`src/rtl/regfile_sb.sv`:
```
// regfile_sb -- register file with a per-register scoreboard.
//
// The register file has two registered read ports and one write
// (writeback) port. Each register also has a busy bit. An issue
// sets the busy bit of the destination register, and a writeback
// clears it. Register 0 always reads zero and is never marked busy.
//
// Parameters:
//   DATA_WIDTH  width of each register and data port
//   ADDR_WIDTH  register index width; depth = 2**ADDR_WIDTH
//   A0_IDX      index of the register mirrored on a0
//
// Optional feature:
//   REGFILE_BYPASS_EN  When defined, a write forwards to a read of the
//                      same index in the same cycle, and busy1/busy2 are
//                      masked for that index.
//
// Ports:
//   clk, rst           clock, asynchronous active-high reset
//   AD1, AD2 -> RD1/2  read addresses and their registered read data
//   AD3, WE3, WD3      writeback address, enable and data
//   issue_valid/rd     issue of an instruction with destination issue_rd
//   busy1, busy2       combinational busy flags for AD1/AD2
//   pending_cnt        number of busy registers
//   a0                 combinational copy of register A0_IDX

// One register entry: the data word plus its busy bit.
module rf_entry #(
  parameter int DATA_WIDTH = 32
) (
  input  logic                  clk,
  input  logic                  rst,
  input  logic                  wr_en,
  input  logic                  iss_en,
  input  logic [DATA_WIDTH-1:0] wd,
  output logic [DATA_WIDTH-1:0] data,
  output logic                  busy,
  output logic                  busy_nxt
);
  // If an issue and a write hit the same register, the issue wins.
  // The new producer is still outstanding.
  always_comb begin
    busy_nxt = busy;
    if (wr_en)  busy_nxt = 1'b0;
    if (iss_en) busy_nxt = 1'b1;
  end

  always_ff @(posedge clk or posedge rst) begin
    if (rst) begin
      data <= '0;
      busy <= 1'b0;
    end else begin
      if (wr_en) data <= wd;
      busy <= busy_nxt;
    end
  end
endmodule

module regfile_sb #(
  parameter int DATA_WIDTH = 32,
  parameter int ADDR_WIDTH = 5,
  parameter int A0_IDX     = 10
) (
  input  logic                  clk,
  input  logic                  rst,
  input  logic [ADDR_WIDTH-1:0] AD1,
  input  logic [ADDR_WIDTH-1:0] AD2,
  input  logic [ADDR_WIDTH-1:0] AD3,
  input  logic                  WE3,
  input  logic [DATA_WIDTH-1:0] WD3,
  input  logic                  issue_valid,
  input  logic [ADDR_WIDTH-1:0] issue_rd,
  output logic [DATA_WIDTH-1:0] RD1,
  output logic [DATA_WIDTH-1:0] RD2,
  output logic                  busy1,
  output logic                  busy2,
  output logic [ADDR_WIDTH:0]   pending_cnt,
  output logic [DATA_WIDTH-1:0] a0
);
  localparam int DEPTH = 1 << ADDR_WIDTH;

  logic [DATA_WIDTH-1:0] regs [DEPTH];
  logic [DEPTH-1:0]      busy;
  logic [DEPTH-1:0]      busy_nxt;
  logic                  wr_hit;
  logic                  iss_hit;
  logic [DATA_WIDTH-1:0] rd1_nxt;
  logic [DATA_WIDTH-1:0] rd2_nxt;
  logic [ADDR_WIDTH:0]   cnt_nxt;

  // Writes and issues to index 0 are dropped here. Entry 0 is also tied off.
  assign wr_hit  = WE3 && (AD3 != '0);
  assign iss_hit = issue_valid && (issue_rd != '0);

  for (genvar i = 0; i < DEPTH; i++) begin : g_ent
    if (i == 0) begin : g_zero
      assign regs[i]     = '0;
      assign busy[i]     = 1'b0;
      assign busy_nxt[i] = 1'b0;
    end else begin : g_reg
      localparam logic [ADDR_WIDTH-1:0] IDX = ADDR_WIDTH'(i);
      rf_entry #(.DATA_WIDTH(DATA_WIDTH)) u_ent (
        .clk      (clk),
        .rst      (rst),
        .wr_en    (wr_hit && (AD3 == IDX)),
        .iss_en   (iss_hit && (issue_rd == IDX)),
        .wd       (WD3),
        .data     (regs[i]),
        .busy     (busy[i]),
        .busy_nxt (busy_nxt[i])
      );
    end
  end

`ifdef REGFILE_BYPASS_EN
  logic fwd1, fwd2;
  assign fwd1 = wr_hit && (AD3 == AD1);
  assign fwd2 = wr_hit && (AD3 == AD2);
  assign rd1_nxt = fwd1 ? WD3 : regs[AD1];
  assign rd2_nxt = fwd2 ? WD3 : regs[AD2];
  // A matching writeback resolves the hazard this cycle. A re-issue of
  // the same index in the same cycle keeps the register busy.
  assign busy1 = busy[AD1] & ~(fwd1 & ~(iss_hit && (issue_rd == AD1)));
  assign busy2 = busy[AD2] & ~(fwd2 & ~(iss_hit && (issue_rd == AD2)));
`else
  assign rd1_nxt = regs[AD1];
  assign rd2_nxt = regs[AD2];
  assign busy1   = busy[AD1];
  assign busy2   = busy[AD2];
`endif

  // The count is recomputed from the next busy vector. This keeps
  // pending_cnt exact and lets it change on the same edge as busy.
  always_comb begin
    cnt_nxt = '0;
    for (int k = 0; k < DEPTH; k++)
      cnt_nxt = cnt_nxt + {{ADDR_WIDTH{1'b0}}, busy_nxt[k]};
  end

  always_ff @(posedge clk or posedge rst) begin
    if (rst) begin
      RD1         <= '0;
      RD2         <= '0;
      pending_cnt <= '0;
    end else begin
      RD1         <= rd1_nxt;
      RD2         <= rd2_nxt;
      pending_cnt <= cnt_nxt;
    end
  end

  assign a0 = regs[A0_IDX];
endmodule

```
`config.mk`:
```
export PLATFORM = sky130hd
export DESIGN_NAME = regfile_sb
export DESIGN_NICKNAME = d
export VERILOG_FILES = /design/src/rtl/regfile_sb.sv
export SDC_FILE = /design/constraint.sdc
export NUM_CORES = 2
export LEC_CHECK = 0
export BUFFER_PORTS_ARGS = -buffer_cell sky130_fd_sc_hd__buf_2
export CAP_MARGIN = 20
export CORE_MARGIN = 2
export CORE_UTILIZATION = 60
export CTS_BUF_LIST = sky130_fd_sc_hd__clkbuf_4 sky130_fd_sc_hd__clkbuf_8
export CTS_CLUSTER_DIAMETER = 30
export DETAILED_ROUTE_END_ITERATION = 10
export PLACE_DENSITY = 0.83
export SYNTH_ARGS = -nofsm -noshare
export SYNTH_HDL_FRONTEND = slang
export SYNTH_SLANG_ARGS = --single-unit
```
`constraint.sdc`:
```
create_clock -name clk -period 53.6 [get_ports clk]
set_input_delay 0 -clock clk [delete_from_list [all_inputs] [get_ports clk]]
set_output_delay 0 -clock clk [all_outputs]
set_load 0.01 [all_outputs]
```
==> flow_summary.ini <==
[yosys]
synth.distinct_cells = 39
syn_area_mm2 = 0.0574
synth.avg_cell_area_um2 = 14.7
synth_nets = 3998
ys_seq_elements = 1093
synthCells = 3912
ys_seq_area_frac = 0.476
ys_dominant_reg_cell = dfrtp_1
synth-edff-count = 0
synthArstFlopShare = 1.00
yosysWarnings = 0

[clocking]
clkTransAtPathRegs_ns = 0.06
insertion_delay_ns = 0.88
cts_buffers = 209
hold_buffers = 71
postCtsSetupRepairBufs = 0
cts_resized = 0
root_buffer = clkbuf_8
cts_tree = built
ctsHtreeMaxLevel = 4
cts_buffer_depth = 3
clock_sinks = 1093

[routing]
drt_iter0_markers = 3727
wl_met1_mm = 60.2
via_per_inst = 6.91
wl_met3_mm = 14.0
dr.pass1.iters = 5
via_count = 37700
ant_nets = 0
drc = 0
met2_length_mm = 77.2
wl_per_cell_um = 29.0
top_layer = met5
routed_wl_mm = 158

[power_and_ir_drop]
p_switching_w = 0.000812
power.leakage_nw = 28.9
p_total_w = 0.00275
ir_drop_v = 0.0000931
seqPwrFrac = 0.404
swShare = 0.295
cell_internal_pwr_w = 0.00194
p_comb_frac = 0.264
power_frac_clock = 0.332
power_density_mw_per_mm2 = 42.8

[setup_path]
cp.required_ns = 54.40
reg2reg_depth = 14
critPathLaunchType = input port
rr_endpoint = pending_cnt[4]$_DFF_PP0_
crit_type = in -> reg
crit_fanout = 11
critPathArrivalTime_ns = 7.13
r2r_setup_slack_ns = 48.65
endpoint_kind = flop
r2r-start = g_ent[20].g_reg.u_ent.busy$_DFF_PP0_

[timing]
rsz0062_at_grt = no
setup_viol = 0
tightest_slew_ns = 1.23
worst_hold_slack_ns = 0.103
timing.setup.tns_ns = 0
fin_worst_skew_ns = 0.0358
maxSlewHeadroom = 0.180
fin_crit_sh = 0.118
fmax_ghz = 0.158
final_hold_viol_count = 0
fin_crit_ns = 6.33
maxSlewViolCount = 0

[layout]
layout.nets = 4099
drive_gt1_frac = 0.504
finish.instance_area_mm2 = 0.0644
final_cell_mix = dfrtp_1, mux2_2, mux4_2
syn_to_final_growth_pct = 12.2
layout_commonest_cell = dfrtp_1

[global_route]
antenna_found_initial = 4
grt_max_degree = 176
track_usage = 0.327
grt-ovfl-total = 0
grt_pass1_wl_mm = 242
grt_pass1_vias = 39700

[placement]
routabilityCongestion = 0.880
hpwl_mm = 87.3
io_buffers = 159
place_area_mm2 = 0.0589

[hold_path]
hp-class = in -> reg
hold_end = RD2[16]$_DFF_PP0_
min_from = AD2[0]
min_path_cells = 5

[job]
maxCapViolations = 0

[floorplanning]
fp.dieH_um = 313
io_pins = 160
die_w_um = 313
start_util = 0.605
rows = 113
core_mm2 = 0.0949
die-area_mm2 = 0.0982

[outcome]
outcome = finished clean
-- power by group through the flow --
stage                     Sequential (W)  Combinational [W]  Clock, W
after floorplan                  0.00110           0.000561         0
after global placement           0.00111           0.000690         0
after detailed placement         0.00112           0.000714         0
after CTS                        0.00111           0.000724  0.000925
after global routing             0.00113           0.000801  0.000966
final                            0.00111           0.000726  0.000915
-- Yosys cell counts, drive strengths merged (2+ instances only) --
master     n  area (µm²)
dfrtp   1093       27400
mux2    1058       11900
mux4     396        8920
clkbuf   256         961
a22o     222        1940
mux2i    198        1980
buf      161         771
o21ai     70         350
and2      69         432
a211oi    66         495
o22ai     66         413
o31ai     66         495
inv       40         150
nand2     35         131
a22oi     25         188
fa        23         460
nor2      13        48.8
nor2b     12        75.1
nand3      8        40.0
ha         7        87.6
nor3b      6        50.1
nor3       5        30.0
and3b      3        26.3
nand2b     3        18.8
and3       2        12.5
-- stage by stage --
stage / setup slack [ns] / std cells / utilization
after floorplan: 22.83 / 3912 / -
after global placement: 47.77 / 4996 / 0.621
after detailed placement: 47.65 / 4996 / 0.621
after CTS: 47.68 / 5443 / 0.679
after global routing: 47.16 / 5445 / 0.679
final: 47.27 / 5447 / 0.679
-- cell type report --
class / count / area, µm²
clock buffer: 303 / 3840
timing repair buffer: 307 / 2180
inverter: 40 / 158
antenna: 4 / 10.0
tap: 1265 / 1580
fill: 6246 / 30500
sequential: 1093 / 27400
clock inverter: 73 / 898
multi-input combinational: 2362 / 28400
-- registers in the layout, indices dropped and copies added (netlist names) --
signal and flops:
pending_cnt 6, RD2 32, g_ent.g_reg.u_ent.busy 31, RD1 32, g_ent.g_reg.u_ent.data 992
-- kinds of logic (layout without fill, tap and decap cells) --
kind of cell,count (synthesis),after routing,synth area share
muxes,1652,1652,0.397
DFF,1093,1093,0.476
AOI/OAI and AO/OA,518,518,0.0680
buffers and inverters,457,723,0.0328
and+or+nand+nor,160,160,0.0157
adders and majority gates,30,30,0.00954
xor gates and xnor gates,2,2,0.000305
other,0,4,0
-- worst max-delay path: stages --
cell and delay, ns:
dlygate4sd3_1 0.56, buf_2 0.15, nor3b_1 0.56, dlygate4sd3_1 0.66
nor2b_1 0.68, a22oi_1 0.26, fa_1 0.55, fa_1 0.57
fa_1 0.46, fa_1 0.55, fa_1 0.44, fa_1 0.51
fa_1 0.19, inv_1 0.07, fa_1 0.46, nand2_1 0.09
nand2_1 0.06, a21oi_1 0.17, xnor2_1 0.13
-- worst max path at each step --
stage                     cells past startpoint                  endpoint   startpoint
final                                        19  pending_cnt[4]$_DFF_PP0_  issue_rd[0]
after global routing                         19  pending_cnt[4]$_DFF_PP0_  issue_rd[0]
after global placement                       18  pending_cnt[4]$_DFF_PP0_       AD3[3]
after detailed placement                     18  pending_cnt[4]$_DFF_PP0_       AD3[3]
after CTS                                    19  pending_cnt[4]$_DFF_PP0_  issue_rd[0]
after floorplan                               1          RD1[0]$_DFF_PP0_          rst
-- metal layers --
layer | GRT usage | vias up
li1 | - | 15300
met1 | 0.431 | 19900
met2 | 0.526 | 1901
met3 | 0.0714 | 504
met4 | 0.148 | 2
met5 | 0 | -
Power figures use the tool's default switching activity.
